$ cat src/rtl/alu.sv
// Sequential ALU between the register-file read ports and its write-back input.
// Latency: 1 cycle for ADD/SUB/logic/shift, DATA_BUS_WIDTH+1 cycles to done for MUL.
// Backpressure: none; start is taken only while idle, and is dropped (not queued) while busy or done.
//
// Ports:
//   clock, reset  - system clock; asynchronous active-low reset
//   start, op     - request strobe and operation code (0 ADD .. 7 MUL)
//   a, b          - operands from register read ports 1 and 2
//   result, flags - registered result and {N,V,C,Z}; hold until the next completion
//   busy, done    - busy while MUL iterates; done pulses one cycle per completion
module alu #(
  parameter int DATA_BUS_WIDTH = 8
) (
  input  logic                      clock,
  input  logic                      reset,
  input  logic                      start,
  input  logic [2:0]                op,
  input  logic [DATA_BUS_WIDTH-1:0] a,
  input  logic [DATA_BUS_WIDTH-1:0] b,
  output logic [DATA_BUS_WIDTH-1:0] result,
  output logic [3:0]                flags,
  output logic                      busy,
  output logic                      done
);

  localparam int W  = DATA_BUS_WIDTH;
  localparam int CW = $clog2(W);

  localparam logic [2:0] OP_ADD = 3'd0;
  localparam logic [2:0] OP_SUB = 3'd1;
  localparam logic [2:0] OP_AND = 3'd2;
  localparam logic [2:0] OP_OR  = 3'd3;
  localparam logic [2:0] OP_XOR = 3'd4;
  localparam logic [2:0] OP_SHL = 3'd5;
  localparam logic [2:0] OP_SHR = 3'd6;
  localparam logic [2:0] OP_MUL = 3'd7;

  typedef enum logic [1:0] {ST_IDLE, ST_MUL, ST_DONE} state_t;

  typedef struct packed {
    logic n;
    logic v;
    logic c;
    logic z;
  } flags_t;

  state_t         state, state_nxt;
  flags_t         flags_q;
  logic [W-1:0]   result_q;
  logic [2*W-1:0] mcand;
  logic [W-1:0]   mplier;
  logic [2*W-1:0] acc;
  logic [CW-1:0]  cnt;

  logic           load_alu, load_mul, mul_step, mul_fin;

  // Single-cycle datapath
  logic [W:0]     sum, diff;
  logic [W-1:0]   alu_res;
  logic           alu_c, alu_v;

  assign sum  = {1'b0, a} + {1'b0, b};
  assign diff = {1'b0, a} - {1'b0, b};

  always_comb begin
    alu_res = '0;
    alu_c   = 1'b0;
    alu_v   = 1'b0;
    case (op)
      OP_ADD: begin
        alu_res = sum[W-1:0];
        alu_c   = sum[W];
        alu_v   = (a[W-1] == b[W-1]) && (sum[W-1] != a[W-1]);
      end
      OP_SUB: begin
        alu_res = diff[W-1:0];
        alu_c   = diff[W];  // borrow: set when a < b unsigned
        alu_v   = (a[W-1] != b[W-1]) && (diff[W-1] != a[W-1]);
      end
      OP_AND: alu_res = a & b;
      OP_OR:  alu_res = a | b;
      OP_XOR: alu_res = a ^ b;
      OP_SHL: begin
        alu_res = {a[W-2:0], 1'b0};
        alu_c   = a[W-1];
      end
      OP_SHR: begin
        alu_res = {1'b0, a[W-1:1]};
        alu_c   = a[0];
      end
      default: ;
    endcase
  end

  // Accumulator value after the current shift-add step; also the final
  // product when the last iteration is taken.
  logic [2*W-1:0] acc_step;
  logic           mul_last;

  assign acc_step = acc + (mplier[0] ? mcand : '0);
  assign mul_last = (cnt == CW'(W - 1));

  // FSM: state register
  always_ff @(posedge clock or negedge reset) begin
    if (!reset) state <= ST_IDLE;
    else        state <= state_nxt;
  end

  // FSM: next state and datapath controls
  always_comb begin
    state_nxt = state;
    load_alu  = 1'b0;
    load_mul  = 1'b0;
    mul_step  = 1'b0;
    mul_fin   = 1'b0;
    case (state)
      ST_IDLE: begin
        if (start) begin
          if (op == OP_MUL) begin
            load_mul  = 1'b1;
            state_nxt = ST_MUL;
          end else begin
            load_alu  = 1'b1;
            state_nxt = ST_DONE;
          end
        end
      end
      ST_MUL: begin
        mul_step = 1'b1;
        if (mul_last) begin
          mul_fin   = 1'b1;
          state_nxt = ST_DONE;
        end
      end
      ST_DONE: state_nxt = ST_IDLE;
      default: state_nxt = ST_IDLE;
    endcase
  end

  // Datapath registers; result/flags only move on the edge entering DONE.
  always_ff @(posedge clock or negedge reset) begin
    if (!reset) begin
      result_q <= '0;
      flags_q  <= '0;
      mcand    <= '0;
      mplier   <= '0;
      acc      <= '0;
      cnt      <= '0;
    end else begin
      if (load_alu) begin
        result_q <= alu_res;
        flags_q  <= '{n: alu_res[W-1], v: alu_v, c: alu_c, z: (alu_res == '0)};
      end
      if (load_mul) begin
        mcand  <= {{W{1'b0}}, a};
        mplier <= b;
        acc    <= '0;
        cnt    <= '0;
      end
      if (mul_step) begin
        acc    <= acc_step;
        mcand  <= mcand << 1;
        mplier <= mplier >> 1;
        cnt    <= cnt + CW'(1);
      end
      if (mul_fin) begin
        result_q <= acc_step[W-1:0];
        flags_q  <= '{n: acc_step[W-1], v: 1'b0, c: (acc_step[2*W-1:W] != '0),
                      z: (acc_step[W-1:0] == '0)};
      end
    end
  end

  assign result = result_q;
  assign flags  = flags_q;
  assign busy   = (state == ST_MUL);
  assign done   = (state == ST_DONE);

endmodule

$ cat config.mk
export PLATFORM = sky130hd
export DESIGN_NAME = alu
export DESIGN_NICKNAME = d
export VERILOG_FILES = /design/src/rtl/alu.sv
export SDC_FILE = /design/constraint.sdc
export NUM_CORES = 1
export LEC_CHECK = 0
export CAP_MARGIN = 25
export CORE_MARGIN = 10
export CORE_UTILIZATION = 60
export CTS_CLUSTER_DIAMETER = 30
export DETAILED_ROUTE_END_ITERATION = 8
export PLACE_DENSITY = 0.79
export SLEW_MARGIN = 40
export SYNTH_ARGS = -nofsm -noshare
export SYNTH_HDL_FRONTEND = slang
export SYNTH_SLANG_ARGS = --single-unit
$ cat constraint.sdc
create_clock -name clock -period 3.5 [get_ports clock]
set_input_delay 0.7 -clock clock [delete_from_list [all_inputs] [get_ports clock]]
set_output_delay 0.7 -clock clock [all_outputs]
set_load 0.1 [all_outputs]
**After elaboration in Yosys (flattened, before gate mapping)**

Cells that the tools add are included.

- Bits in registers: 57
- Bits of input ports: 22
- Output and inout bits: 14
- Logic and storage cells: 72

- Add/subtract/negate cells: 4
- Eq/ne operators: 16
- Muxes and demuxes: 29
- Bitwise logic cells: 3
- Reduce and logical (&&, ||, !) cells: 10

Operators by type and width:

| operator | count |
|---|---|
| $mux W16 | 5 |
| $pmux W8 S7 | 1 |
| $mux W8 | 4 |
| $add A16 B16 Y16 | 1 |
| $logic_not A8 Y1 | 2 |
| $eq A3 B3 Y1 const B | 5 |
| $add A8 B8 Y9 | 1 |
| $mux W1 | 9 |
| $sub A8 B8 Y9 | 1 |
| $and A8 B8 Y8 | 1 |
| $mux W4 | 2 |
| $or A8 B8 Y8 | 1 |
| $reduce_bool A8 Y1 | 1 |
| $xor A8 B8 Y8 | 1 |
| $eq A3 B2 Y1 const B | 2 |
| $mux W2 | 3 |
| $mux W3 | 2 |
| $pmux W1 S4 | 1 |
| $pmux W2 S2 | 1 |
| $reduce_bool A2 Y1 | 2 |
| $add A3 B1 Y3 const B | 1 |
| $eq A3 B1 Y1 const B | 1 |
| $logic_not A3 Y1 | 1 |
| $ne A1 B1 Y1 | 3 |
| other kinds (9) | 10 |

**Longest topological paths before layout**

Gate-level depths: netlist of run 1.

- Word-level depth: 6
- Mapped depth: 11
- Depth with buffers taken out: 11

**Worst setup path after synthesis of run 1**

Ideal clock, no wire load.

- Path type: in2reg
- Start: input port b[1]
- End: register flags_q, in the netlist flags[0]
- Library setup time: 92 ps
- Data arrival time: 2504 ps
- Required time: 3408 ps
- Path slack: 904 ps
- Cell stages on the path: 9
- Path buffers: 0
- Cell sequence: inv_1 ha_1 a21o_1 a21o_1 a2111oi_2 a211o_1 nand3_1 a211o_1 o31ai_2

- Word-level cells in the longest chain between the ends: 5
- Elaborated cells between the ends (all ways): 9
- Classes of those cells: 2 x add/sub; 3 x mux; 3 x bitwise; 1 x reduce/logical

RTL lines:

| item | line | text |
|---|---|---|
| start: declaration | 19 | `input logic [DATA_BUS_WIDTH-1:0] b,` |
| $sub A8 B8 Y9, or another cell as far along | 63 | `assign diff = {1'b0, a} - {1'b0, b};` |
| $pmux W8 S7 (*) | 69 | `case (op)` |
| $logic_not A8 Y1 (*) | 152 | `flags_q <= '{n: alu_res[W-1], v: alu_v, c: alu_c, z: (alu_res == '0)};` |
| $mux W4 (*) | 150 | `if (load_alu) begin` |
| $mux W4 (*) | 166 | `if (mul_fin) begin` |
| end signal: assignment | 152 |  |
| end signal: assignment | 168 | `flags_q <= '{n: acc_step[W-1], v: 1'b0, c: (acc_step[2*W-1:W] != '0),` |
| end: declaration | 48 | `flags_t flags_q;` |

Mark *: on every way between the ends. The rest lies on a longest branch, timed or not. The select of a mux whose other input is x is not followed.
A chain may end at the register's enable or synchronous reset.

**Final worst setup path of run 1**

- Start: input port b[4]
- End: register flags_q, in the netlist flags[3]

- Word-level cells in the longest chain between the ends: 4
- Elaborated cells between the ends (all ways): 5
- Classes of those cells: 2 x add/sub; 3 x mux

RTL lines:

| item | line |
|---|---|
| $sub A8 B8 Y9 or $add A8 B8 Y9 (tied branches) | 63, 62 |
| $pmux W8 S7 (*) | 69 |
| $mux W4 (*) | 150 |
| $mux W4 (*) | 166 |

Marks and branches as above.

==> results of run 1 <==
flip-flops by register name, summed over array words and instances, names as in the netlist:
signal  cells
state       2
mcand      16
result      7
acc        16
cnt         3
flags       4
mplier      8
power by group through the flow:
| stage | logic, mW | clock network [mW] | registers [mW] |
|---|---|---|---|
| floorplan | 1.54 | 0 | 1.36 |
| global placement | 2.39 | 0 | 1.09 |
| detailed placement | 2.39 | 0 | 1.11 |
| CTS | 2.40 | 0.371 | 1.10 |
| global route | 2.65 | 0.397 | 1.13 |
| finish | 2.43 | 0.368 | 1.10 |
cell usage after synthesis (4+ instances only):
cell type	instances
nand3_1	22
xnor2_1	10
inv_1	32
o21ai_1	7
xor2_1	7
nor2b_1	10
a221oi_1	4
nand2_1	73
dfrtp_1	56
o211ai_1	9
a21o_1	9
and2_1	18
mux2i_1	6
o21a_1	4
ha_1	42
a21oi_1	35
nor2_1	53
buf_2	10
clkbuf_1	21
o21ai_0	36
a32oi_1	4
o22ai_1	16
a211oi_1	5
nand2b_1	10
nor3_1	6
nand4_1	5
cell usage in the layout, fill, tap and decap left out, types with 5 or more instances in the layout:
cell | Yosys | layout
nand3_1 | 22 | 22
buf_2 | 10 | 13
nor2b_1 | 10 | 10
nor2_1 | 53 | 53
a211oi_1 | 5 | 5
xnor2_1 | 10 | 10
o211ai_1 | 9 | 9
o22ai_1 | 16 | 16
inv_1 | 32 | 32
clkbuf_8 | 0 | 5
o21ai_1 | 7 | 7
buf_4 | 3 | 26
a21oi_1 | 35 | 35
dfrtp_1 | 56 | 56
o21ai_0 | 36 | 36
nand2_1 | 73 | 73
a21o_1 | 9 | 9
clkdlybuf4s50_1 | 0 | 20
nand2b_1 | 10 | 10
nor3_1 | 6 | 6
and2_1 | 18 | 18
mux2i_1 | 6 | 6
ha_1 | 42 | 42
xor2_1 | 7 | 7
nand4_1 | 5 | 5
logic make-up after synthesis:
| logic type | after synthesis | share of synthesized area |
|---|---|---|
| xor gates and xnor gates | 17 | 0.0320 |
| DFF | 56 | 0.301 |
| adders and majority gates | 45 | 0.126 |
| buffers and inverters | 68 | 0.0600 |
| and+or+nand+nor | 218 | 0.223 |
| AOI/OAI and AO/OA | 167 | 0.243 |
| muxes | 7 | 0.0153 |
final timing paths:
kind,from,end,slack (ns),cells past startpoint
max in group asynchronous,reset,acc[14],2.49,2
hold reg to reg,result[3],result[3],0.49,1
min in group clock,result[3],result[3],0.49,1
setup reg to reg,mplier[0],flags[1],0.38,10
setup / recovery,b[4],flags[3],0.36,10
hold / removal,reset,result[6],0.37,1
stage by stage:
stage / cell area (um2) / cells / setup WS [ns] / hold slack (ns) / utilization
detailed placement: 5110 / 705 / 0.108 / 0.476 / 0.668
global route: 5200 / 713 / 0.165 / 0.395 / 0.680
floorplan: 4650 / 578 / 0.904 / 0.404 / -
global placement: 5170 / 705 / 0.142 / 0.466 / 0.676
CTS: 5200 / 713 / 0.367 / 0.380 / 0.680
finish: 5200 / 713 / 0.365 / 0.366 / 0.680
per-layer routing:
metal	wire length, um	up-vias	track usage
li1	-	2117	-
met1	6010	2089	0.323
met2	5870	170	0.334
met3	877	9	0.0333
met4	116	0	0.0448
met5	0	-	0
critical path, cell delays in order:
cell	delay, ns
clkdlybuf4s50_1	0.52
inv_1	0.07
ha_1	0.44
inv_1	0.12
a222oi_1	0.47
a2bb2oi_1	0.23
mux2i_1	0.20
xor2_1	0.21
a21oi_1	0.12
a221oi_2	0.28
final cells by class:
type / count / area (um2)
Multi-Input combinational cell: 454 / 2980
Sequential cell: 56 / 1400
Clock buffer: 5 / 68.8
Tap cell: 102 / 128
Fill cell: 653 / 2440
Timing Repair Buffer: 60 / 480
Inverter: 33 / 124
Clock inverter: 3 / 22.5
==> summary.md, run 1 <==
| Metric | Value |
|---|---|
| Post-Syn Area | 4650 um2 |
| Synth cell types | 67 |
| Count of pins over their slew limit | 0 |
| Minimum clock period | 3.14 ns |
| Die Ht | ~110 um |
| Clk_lat worst skew | approximately 0.31 ns |
| Max Cap Viol | 0 |
| Die area | 11700 um2 |
| Final wirelength | 12.9 mm |
| Leading area contributor after synthesis | dfrtp_1 |
| Layout area overhead | 11.8% |
| Clock skew | 0.00632 ns |
| Cells after Synth | around 580 |
| Core area | 7650 um2 |
| Initial antenna violation count | 0 |
| Post-synth ARST share | 1.00 |
| CP Launch Type | primary input |
| Tcrit/Tclk final | 0.896 |
| Sequential Power Share | 0.283 |
| Number of synthesized flops with an enable pin | 0 |
| FF+latch count, synth | 56 |
| Critical path class | in2reg |
| Outcome | complete, no violations |
| Detailed Routing Iterations Pass 1 | 5 |
| Gate power share | 0.623 |
| Worst min path class | in2async |
| Vias in the first global route | 4209 |
| Starting Density | 0.608 |
| Rows | 32 |
| Pin count of the biggest net entering global routing | 49 |
| Layout cells sized above 1 | 0.0998 |
| Iteration-0 DRC Markers | 293 |
| Switch share | 0.524 |
| Fmax | 319 MHz |
| Synth warnings | 0 |
| Post CTS Setup Buffer Count | 0 |
| Hold-fix buffers at CTS | 0 |
| Most used DFF post-synth | dfrtp_1 |
| Post-synthesis net count | 645 |
| Drt via density | 6.15 |
| Final setup viols | 0 |
| Dominant cells by area after synthesis | dfrtp_1 30%, ha_1 11%, nand2_1 5.9% |
| Worst EP required | 3.73 ns |
| CTS H-tree lvls | 2 |
| DR WL/cell | between 15 and 20 um |
| Diodes inserted | 0 |
| Final nets | 677 |
| Clock Power Share | 0.094 |
| TritonCTS clock tree | done |
| Pwr dens | 749 nW/um2 |
| Setup crit end kind | flip-flop |
| I/O pin count | 36 |
| Syn Area/Cell | 8.05 um2 |
| Cts bufs inserted | 5 |
| Port bufs | 35 |
| DR vias | 4385 |
| Rel. slew slack | 0.622 |
| Fin. Hold Viols | 0 |
| Routability cong. | just under 1 |
| P_sw | ~2 mW |
| CTS root buf | clkbuf_8 |
| Clock Tree Buf Depth | 2 |
| P_int | 1.86 mW |
| Resize count post-CTS | 0 |
| Sequential-to-total area share from yosys stat | 0.301 |
| Total negative slack | 0 ns |
| Crit path arrival time | 3.36 ns |
| Power after layout | 3.90 mW |
| First-pass GRT wire length | 21.1 mm |
| CTS clk-pin slew, worst paths | around 0.1 ns |
| Worst-path maximum fanout | 10 |
| Total GRT Usage | 0.220 |
| Unrepaired setup endpoints after global routing | no |
| Worst VDD drop | 0.383 mV |
| Share of the synthesized area in the top cell type | 0.301 |
| Leak | 2.38 nW |
| Worst slew pin tran | roughly 0.57 ns |
| Post-route ant nets | 0 |
| Final HPWL DP | 10.2 mm |
| Die X | 108 um |
| Gr ovfl total | 0 |
| Remaining DRCs | 0 |
| Sinks on Clock Net | 56 |
Power figures use the tool's default switching activity.
==> inputs of run 2 (changes only) <==
Settings changed: SETUP_SLACK_MARGIN from default to 0.02.
==> results of run 2 <==
Final layout, timing and power as in run 1 (identical DEF).
==> inputs of run 3 (changes only) <==
Settings changed: HOLD_SLACK_MARGIN from default to 0.1, PLACE_DENSITY 0.79 to default, PLACE_DENSITY_LB_ADDON from default to 0.05.
==> run 3 against run 2 <==
- fmax is 2.6% lower
- sequential share of layout area is 0.15 points lower
- die area stayed put
- utilization is 0.39 points higher
- register-to-register slack worse by 0.03 ns
- routed wire length is 1.5% higher
- count of clock-buffer cells in the layout stayed put
- largest power group unchanged
- highest routed layer unchanged
==> summary.md, run 3 (synthesis gave the netlist of run 1 again) <==
| Metric | Value |
|---|---|
| Rel. slew slack | 0.654 (was 0.622) |
| FF-to-FF End | flags[1] (unchanged) |
| Iteration-0 DRC Markers | 331 (was 293) |
| Pin count of the biggest net entering global routing | 49 (unchanged) |
| Starting Density | 0.608 (unchanged) |
| P_int | 1.87 mW (was 1.86 mW) |
| Sinks on Clock Net | 56 (unchanged) |
| Worst slew pin tran | 0.518 ns (was 0.567 ns) |
| Fin. Hold Viols | 0 (unchanged) |
| Crit-path slowest cell | clkdlybuf4s50_1 (unchanged) |
| Post-route ant nets | 0 (unchanged) |
| CP Buf/Inv Count | 2 (was 3) |
| Worst EP required | 3.73 ns (about the same) |
| Tcrit/Tclk final | 0.920 (was 0.896) |
| Clock skew | 0.0154 ns (was 0.00632 ns) |
| Gr ovfl total | 0 (unchanged) |
| Cts bufs inserted | 5 (unchanged) |
| Biggest registers after layout | acc: 16 flops, mcand: 16 flops, mplier: 8 flops (unchanged) |
| Detailed Routing Iterations Pass 1 | 5 (unchanged) |
| Routability cong. | 0.916 (was 0.988) |
| Post CTS Setup Buffer Count | 0 (unchanged) |
| Family with the most delay on the worst path | compound AO/OA/AOI/OAI gates (unchanged) |
| Leak | 2.40 nW (was 2.38 nW) |
| Outcome | complete, no violations (unchanged) |
| Die X | 108 um (unchanged) |
| Worst-path maximum fanout | 4 (was 10) |
| CTS H-tree lvls | 2 (unchanged) |
| Critical path class | in2reg (unchanged) |
| Diodes inserted | 0 (unchanged) |
| Worst VDD drop | 0.405 mV (was 0.383 mV) |
| Initial antenna violation count | 0 (unchanged) |
| TritonCTS clock tree | done (unchanged) |
| DR vias | 4385 (unchanged) |
| Switch share | 0.522 (was 0.524) |
| Crit-path cells | clkdlybuf4s50_1, ha_1, inv_1, fa_1, nor2b_1, o2111ai_1, o21ai_1, mux2i_1, a221oi_1, nand4_1, o31ai_2 (was clkdlybuf4s50_1, inv_1, ha_1, inv_1, a222oi_1, a2bb2oi_1, mux2i_1, xor2_1, a21oi_1, a221oi_2) |
| Clk_lat worst skew | 0.33 ns (was 0.31 ns) |
| Clock Tree Buf Depth | 2 (unchanged) |
| Highest-count cells in the layout ignoring fill and taps | 73 x nand2_1, 56 x dfrtp_1, 53 x nor2_1 (unchanged) |
| Rows | 32 (unchanged) |
| Layout area overhead | 12.5% (was 11.8%) |
| Vias in the first global route | 4202 (was 4209) |
| Count of pins over their slew limit | 0 (unchanged) |
| Drt via density | 6.12 (was 6.15) |
| Remaining DRCs | 0 (unchanged) |
| Clock Power Share | 0.100 (was 0.094) |
| Sequential Power Share | 0.280 (was 0.283) |
| Gate power share | 0.620 (was 0.623) |
| R2r startpoint | mplier[0] (unchanged) |
| Max Cap Viol | 0 (unchanged) |
| Die Ht | 108 um (unchanged) |
| Layout cells sized above 1 | 0.104 (was 0.0998) |
| Die area | 11700 um2 (unchanged) |
| Commonest non-fill, non-tap cell in the layout | nand2_1 (unchanged) |
| Final wirelength | 13.1 mm (was 12.9 mm) |
| Worst reg2reg path depth | 10 (unchanged) |
| Setup crit end kind | flip-flop (unchanged) |
| Unrepaired setup endpoints after global routing | no (unchanged) |
| Pwr dens | 747 nW/um2 (was 749 nW/um2) |
| Final nets | 680 (was 677) |
| Placed Instances | 708 (was 705) |
| Crit path arrival time | 3.45 ns (was 3.36 ns) |
| Resize count post-CTS | 0 (unchanged) |
| Worst min path class | in2async (unchanged) |
| Total negative slack | 0 ns (unchanged) |
| Final HPWL DP | 10.2 mm (about the same) |
| CP Launch Type | primary input (unchanged) |
| CP peak stage delay | 0.56 ns (was 0.52 ns) |
| R2r setup slk | 0.35 ns (was 0.38 ns) |
| DR WL/cell | 18.3 um (was 18.1 um) |
| Total GRT Usage | 0.225 (was 0.220) |
| CTS root buf | clkbuf_8 (unchanged) |
| Fmax | 311 MHz (was 319 MHz) |
| First-pass GRT wire length | 21.4 mm (was 21.1 mm) |
| Final setup viols | 0 (unchanged) |
| CTS clk-pin slew, worst paths | 0.11 ns (was 0.10 ns) |
| Hold-fix buffers at CTS | 0 (unchanged) |
| Port bufs | 35 (unchanged) |
| P_sw | 2.04 mW (about the same) |
| Fin cells | 716 (was 713) |
| I/O pin count | 36 (unchanged) |
| Minimum clock period | 3.22 ns (was 3.14 ns) |
| Core area | 7650 um2 (unchanged) |
[run 3: cell count changes in the layout (fill, tap and decap cells not counted)]
cell,previous run,this run
buf_4,26,30
buf_2,13,12
clkinv_2,1,0
clkinvlp_4,0,1
inv_6,1,0
inv_8,0,1
[run 3: worst max path at each step]
stage	cells past startpoint	to	from	slack, ns
after floorplan	9	flags[0]	b[1]	0.90
after global placement	10	flags[3]	b[4]	0.1
after detailed placement	11	flags[0]	b[0]	0.02
after CTS	11	flags[0]	b[0]	0.34
after global routing	11	flags[0]	b[0]	0.05
final	11	flags[0]	b[0]	0.28
[run 3: through the flow]
stage | area [um2] | power, mW | utilization | setup WS (ns) | hold WS, ns
floorplan | 4650 | 2.90 | - | 0.904 | 0.404
global placement | 5190 | 3.49 | 0.679 | 0.0988 | 0.466
detailed placement | 5140 | 3.49 | 0.672 | 0.0222 | 0.462
CTS | 5230 | 3.88 | 0.684 | 0.339 | 0.354
global route | 5230 | 4.18 | 0.684 | 0.0534 | 0.380
finish | 5230 | 3.91 | 0.684 | 0.280 | 0.338
[run 3: final cells by class]
class,count,area [um2]
multi-input combinational,454,2980
fill,667,2410
sequential,56,1400
timing repair buffer,63,505
tap,102,128
inverter,33,124
clock buffer,5,68.8
clock inverter,3,27.5
[run 3: metal layers]
metal	vias up	global-route usage	part of all wire
met4	0	0.0553	0.020
met2	186	0.317	0.43
met5	-	0	0
met3	19	0.0506	0.082
li1	2120	-	-
met1	2060	0.338	0.47
[run 3: power by group through the flow]
stage          logic (mW)  clock network [mW]  registers, mW
4_1_cts              2.40               0.397           1.09
5_1_grt              2.64               0.419           1.13
2_1_floorplan        1.54                   0           1.36
3_5_place_dp         2.38                   0           1.10
3_3_place_gp         2.40                   0           1.09
6_report             2.42               0.391           1.09
[run 3: worst register-to-register path: cells and delay by family, from the launching register on]
kind            cells  cell delay, ns
compound gates      4            0.95
simple gates        3            0.67
flops               1            0.50
fa+ha+maj           1            0.46
xor+xnor            1            0.22
buf+inv             1            0.21
==> RTL change (settings of run 3) <==
Add an input register stage for `start`, `op` and `b`; this delays them by one clock. The other inputs are not delayed to match.
--- a/src/rtl/alu.sv
+++ b/src/rtl/alu.sv
@@ -44,6 +44,16 @@
     logic z;
   } flags_t;
 
+  logic start_q;
+  logic [2:0] op_q;
+  logic [DATA_BUS_WIDTH-1:0] b_q;
+
+  always_ff @(posedge clock) begin
+    start_q <= start;
+    op_q    <= op;
+    b_q     <= b;
+  end
+
   state_t         state, state_nxt;
   flags_t         flags_q;
   logic [W-1:0]   result_q;
@@ -59,27 +69,27 @@
   logic [W-1:0]   alu_res;
   logic           alu_c, alu_v;
 
-  assign sum  = {1'b0, a} + {1'b0, b};
-  assign diff = {1'b0, a} - {1'b0, b};
+  assign sum  = {1'b0, a} + {1'b0, b_q};
+  assign diff = {1'b0, a} - {1'b0, b_q};
 
   always_comb begin
     alu_res = '0;
     alu_c   = 1'b0;
     alu_v   = 1'b0;
-    case (op)
+    case (op_q)
       OP_ADD: begin
         alu_res = sum[W-1:0];
         alu_c   = sum[W];
-        alu_v   = (a[W-1] == b[W-1]) && (sum[W-1] != a[W-1]);
+        alu_v   = (a[W-1] == b_q[W-1]) && (sum[W-1] != a[W-1]);
       end
       OP_SUB: begin
         alu_res = diff[W-1:0];
         alu_c   = diff[W];  // borrow: set when a < b unsigned
-        alu_v   = (a[W-1] != b[W-1]) && (diff[W-1] != a[W-1]);
+        alu_v   = (a[W-1] != b_q[W-1]) && (diff[W-1] != a[W-1]);
       end
-      OP_AND: alu_res = a & b;
-      OP_OR:  alu_res = a | b;
-      OP_XOR: alu_res = a ^ b;
+      OP_AND: alu_res = a & b_q;
+      OP_OR:  alu_res = a | b_q;
+      OP_XOR: alu_res = a ^ b_q;
       OP_SHL: begin
         alu_res = {a[W-2:0], 1'b0};
         alu_c   = a[W-1];
@@ -115,8 +125,8 @@
     mul_fin   = 1'b0;
     case (state)
       ST_IDLE: begin
-        if (start) begin
-          if (op == OP_MUL) begin
+        if (start_q) begin
+          if (op_q == OP_MUL) begin
             load_mul  = 1'b1;
             state_nxt = ST_MUL;
           end else begin
@@ -153,7 +163,7 @@
       end
       if (load_mul) begin
         mcand  <= {{W{1'b0}}, a};
-        mplier <= b;
+        mplier <= b_q;
         acc    <= '0;
         cnt    <= '0;
       end
Formal check against the unedited RTL: not equivalent (a bounded check fails within 4 cycles, from zero or initial values and one cycle with reset low).
==> RTL change against run 3 <==
Sequential power up 9%; combinational power decreased by 21%; utilization up 1.5 points; critical path depth is the same; sequential cell count is 12 higher; synthesized area rose by 2.2%; cell count shrank 0.14%; sequential share of layout area up 3.6 points; die area increased by 1.8%; final area rose by 3.3%; the run now ends with DRC left; largest cell class unchanged; total power decreased by 2.9%; setup slack better by 57 ps; register-to-register slack improved by 160 ps; routed wire length shrank 2.8%.
==> RTL change: results (changes against run 3) <==
[finish]
multi_input_cells=438  ; was 454
buffers=56  ; was 63
area_growth_syn_to_layout_pct=13.6  ; was 12.5%
drive_gt1_frac=0.106  ; was 0.104
multi_input_area_share=0.527  ; was 0.569
inverters=35  ; was 33
seq-cell-share=0.304  ; was 0.268
fillers=634  ; was 667
clk_share=0.0382  ; was 0.0184
num-clock-buffers=9  ; was 5

[run_status]
violations=DRC
run_status=finished, violations left  ; was complete, no violations

[synth]
netlist_top_cells_count=nand2_1, dfrtp_1, nor2_1  ; unchanged
avgSynthCellArea_um2=8.33  ; was 8.05 um^2
syn-num-nets=638  ; was 645
ys_async_sr_fraction=0.824  ; was 1.00
ys_ff_latch=68  ; was 56
yosysUniqueCellTypes=68  ; was 67
ys_top_cells_by_area=dfrtp_1, ha_1, dfxtp_1, nand2_1, o21ai_0  ; was dfrtp_1, ha_1, nand2_1, nor2_1, o21ai_0
synth_fa_ha_area_frac=0.123  ; was 0.126
synth_xor_area_frac=0.0313  ; was 0.0320
synth_compound_gate_area_share=0.236  ; was 0.243
synthMuxAreaShare=0.00684  ; was 0.0153
seq_area_frac_synth=0.345  ; was 0.301

[cts]
clkTransAtPathRegs_ps=80  ; was 110 ps
clk-insertion-delay-late_ps=360  ; was 330 ps
htree_levels=3  ; was 2

[routing]
drc=1  ; was 0
drt_iter0_drc=326  ; was 331
num_vias=4333  ; was 4385
firstDrtPassIters=7  ; was 5
wire_per_inst_um=17.8  ; was 18.3 um

[pwr]
p_int_w=0.00202  ; was 0.00187 W
ir_drop_v=0.000451  ; was 0.000405 V
power.leakage_nw=2.45  ; was 2.40 nW

[sta]
finalClockSkew_ps=13.5  ; was 15.4 ps
tightest_slew_ps=676  ; was 518 ps

[place]
placed_cells=699  ; was 708
placed_area_um2=5200  ; was 5140 um^2
gp_congestion=0.933  ; was 0.916
dp_hpwl_mm=9.51  ; was 10.2 mm
pre_cts_ws_ps=31.9  ; was 22.2 ps

[global_route]
grt_start_max_net_pins=51  ; was 49
grt_pass1_vias=4004  ; was 4202
grt_pass1_wl_mm=20.3  ; was 21.4 mm

[setup_path]
cp_max_fo=3  ; was 4
worstPathArrival_ps=3420  ; was 3450 ps

## RTL change: cell types whose count changed in the layout (fill, tap and decap cells not counted), moves of 6 or more
| cell | run 3 | this run |
|---|---|---|
| a31oi_1 | 3 | 9 |
| buf_4 | 30 | 22 |
| dfxtp_1 | 0 | 12 |
| nand2_1 | 73 | 63 |
| nor2b_1 | 10 | 4 |
| o21ai_0 | 36 | 47 |
| o21ai_1 | 7 | 0 |
## RTL change: final timing paths
| path | slack (ps) | depth (start not counted) | start | end |
|---|---|---|---|---|
| worst max-delay path | 340 | 11 | a[0] | flags[0] |
| worst min-delay path | 350 | 1 | reset | result[5] |
| worst max register to register | 510 | 10 | mplier[0] | flags[1] |
| worst min register to register | 480 | 2 | result[1] | result[1] |
| max in group asynchronous | 2320 | 2 | reset | cnt[1] |
| min in group clock | 480 | 2 | result[1] | result[1] |
## RTL change: power groups by stage
stage	logic, W	registers (W)	clock network, W
global placement	0.00189	0.00119	0
global route	0.00210	0.00122	0.000734
CTS	0.00190	0.00119	0.000702
detailed placement	0.00189	0.00120	0
finish	0.00191	0.00119	0.000693
floorplan	0.00124	0.00139	0
## RTL change: cell families (layout without fill, tap and decap cells)
kind of cell | after synthesis | count (layout)
simple gates | 200 | 200
compound gates | 173 | 173
flops | 68 | 68
buf+inv | 65 | 107
fa+ha+maj | 45 | 45
xor+xnor | 17 | 17
mux | 3 | 3
## RTL change: worst max-delay path, cell delays in order
cell and delay (ps):
clkdlybuf4s50_1 510, inv_1 70, ha_1 220, inv_1 80
fa_1 410, o21ai_0 190, o211ai_1 120, a211oi_2 250
nand3_1 90, or4_1 550, o41ai_2 210
## RTL change: routing by layer
layer | track usage | share of wire
met2 | 0.333 | 0.46
met4 | 0.0603 | 0.0088
met5 | 0 | 0
met1 | 0.295 | 0.45
met3 | 0.0513 | 0.075
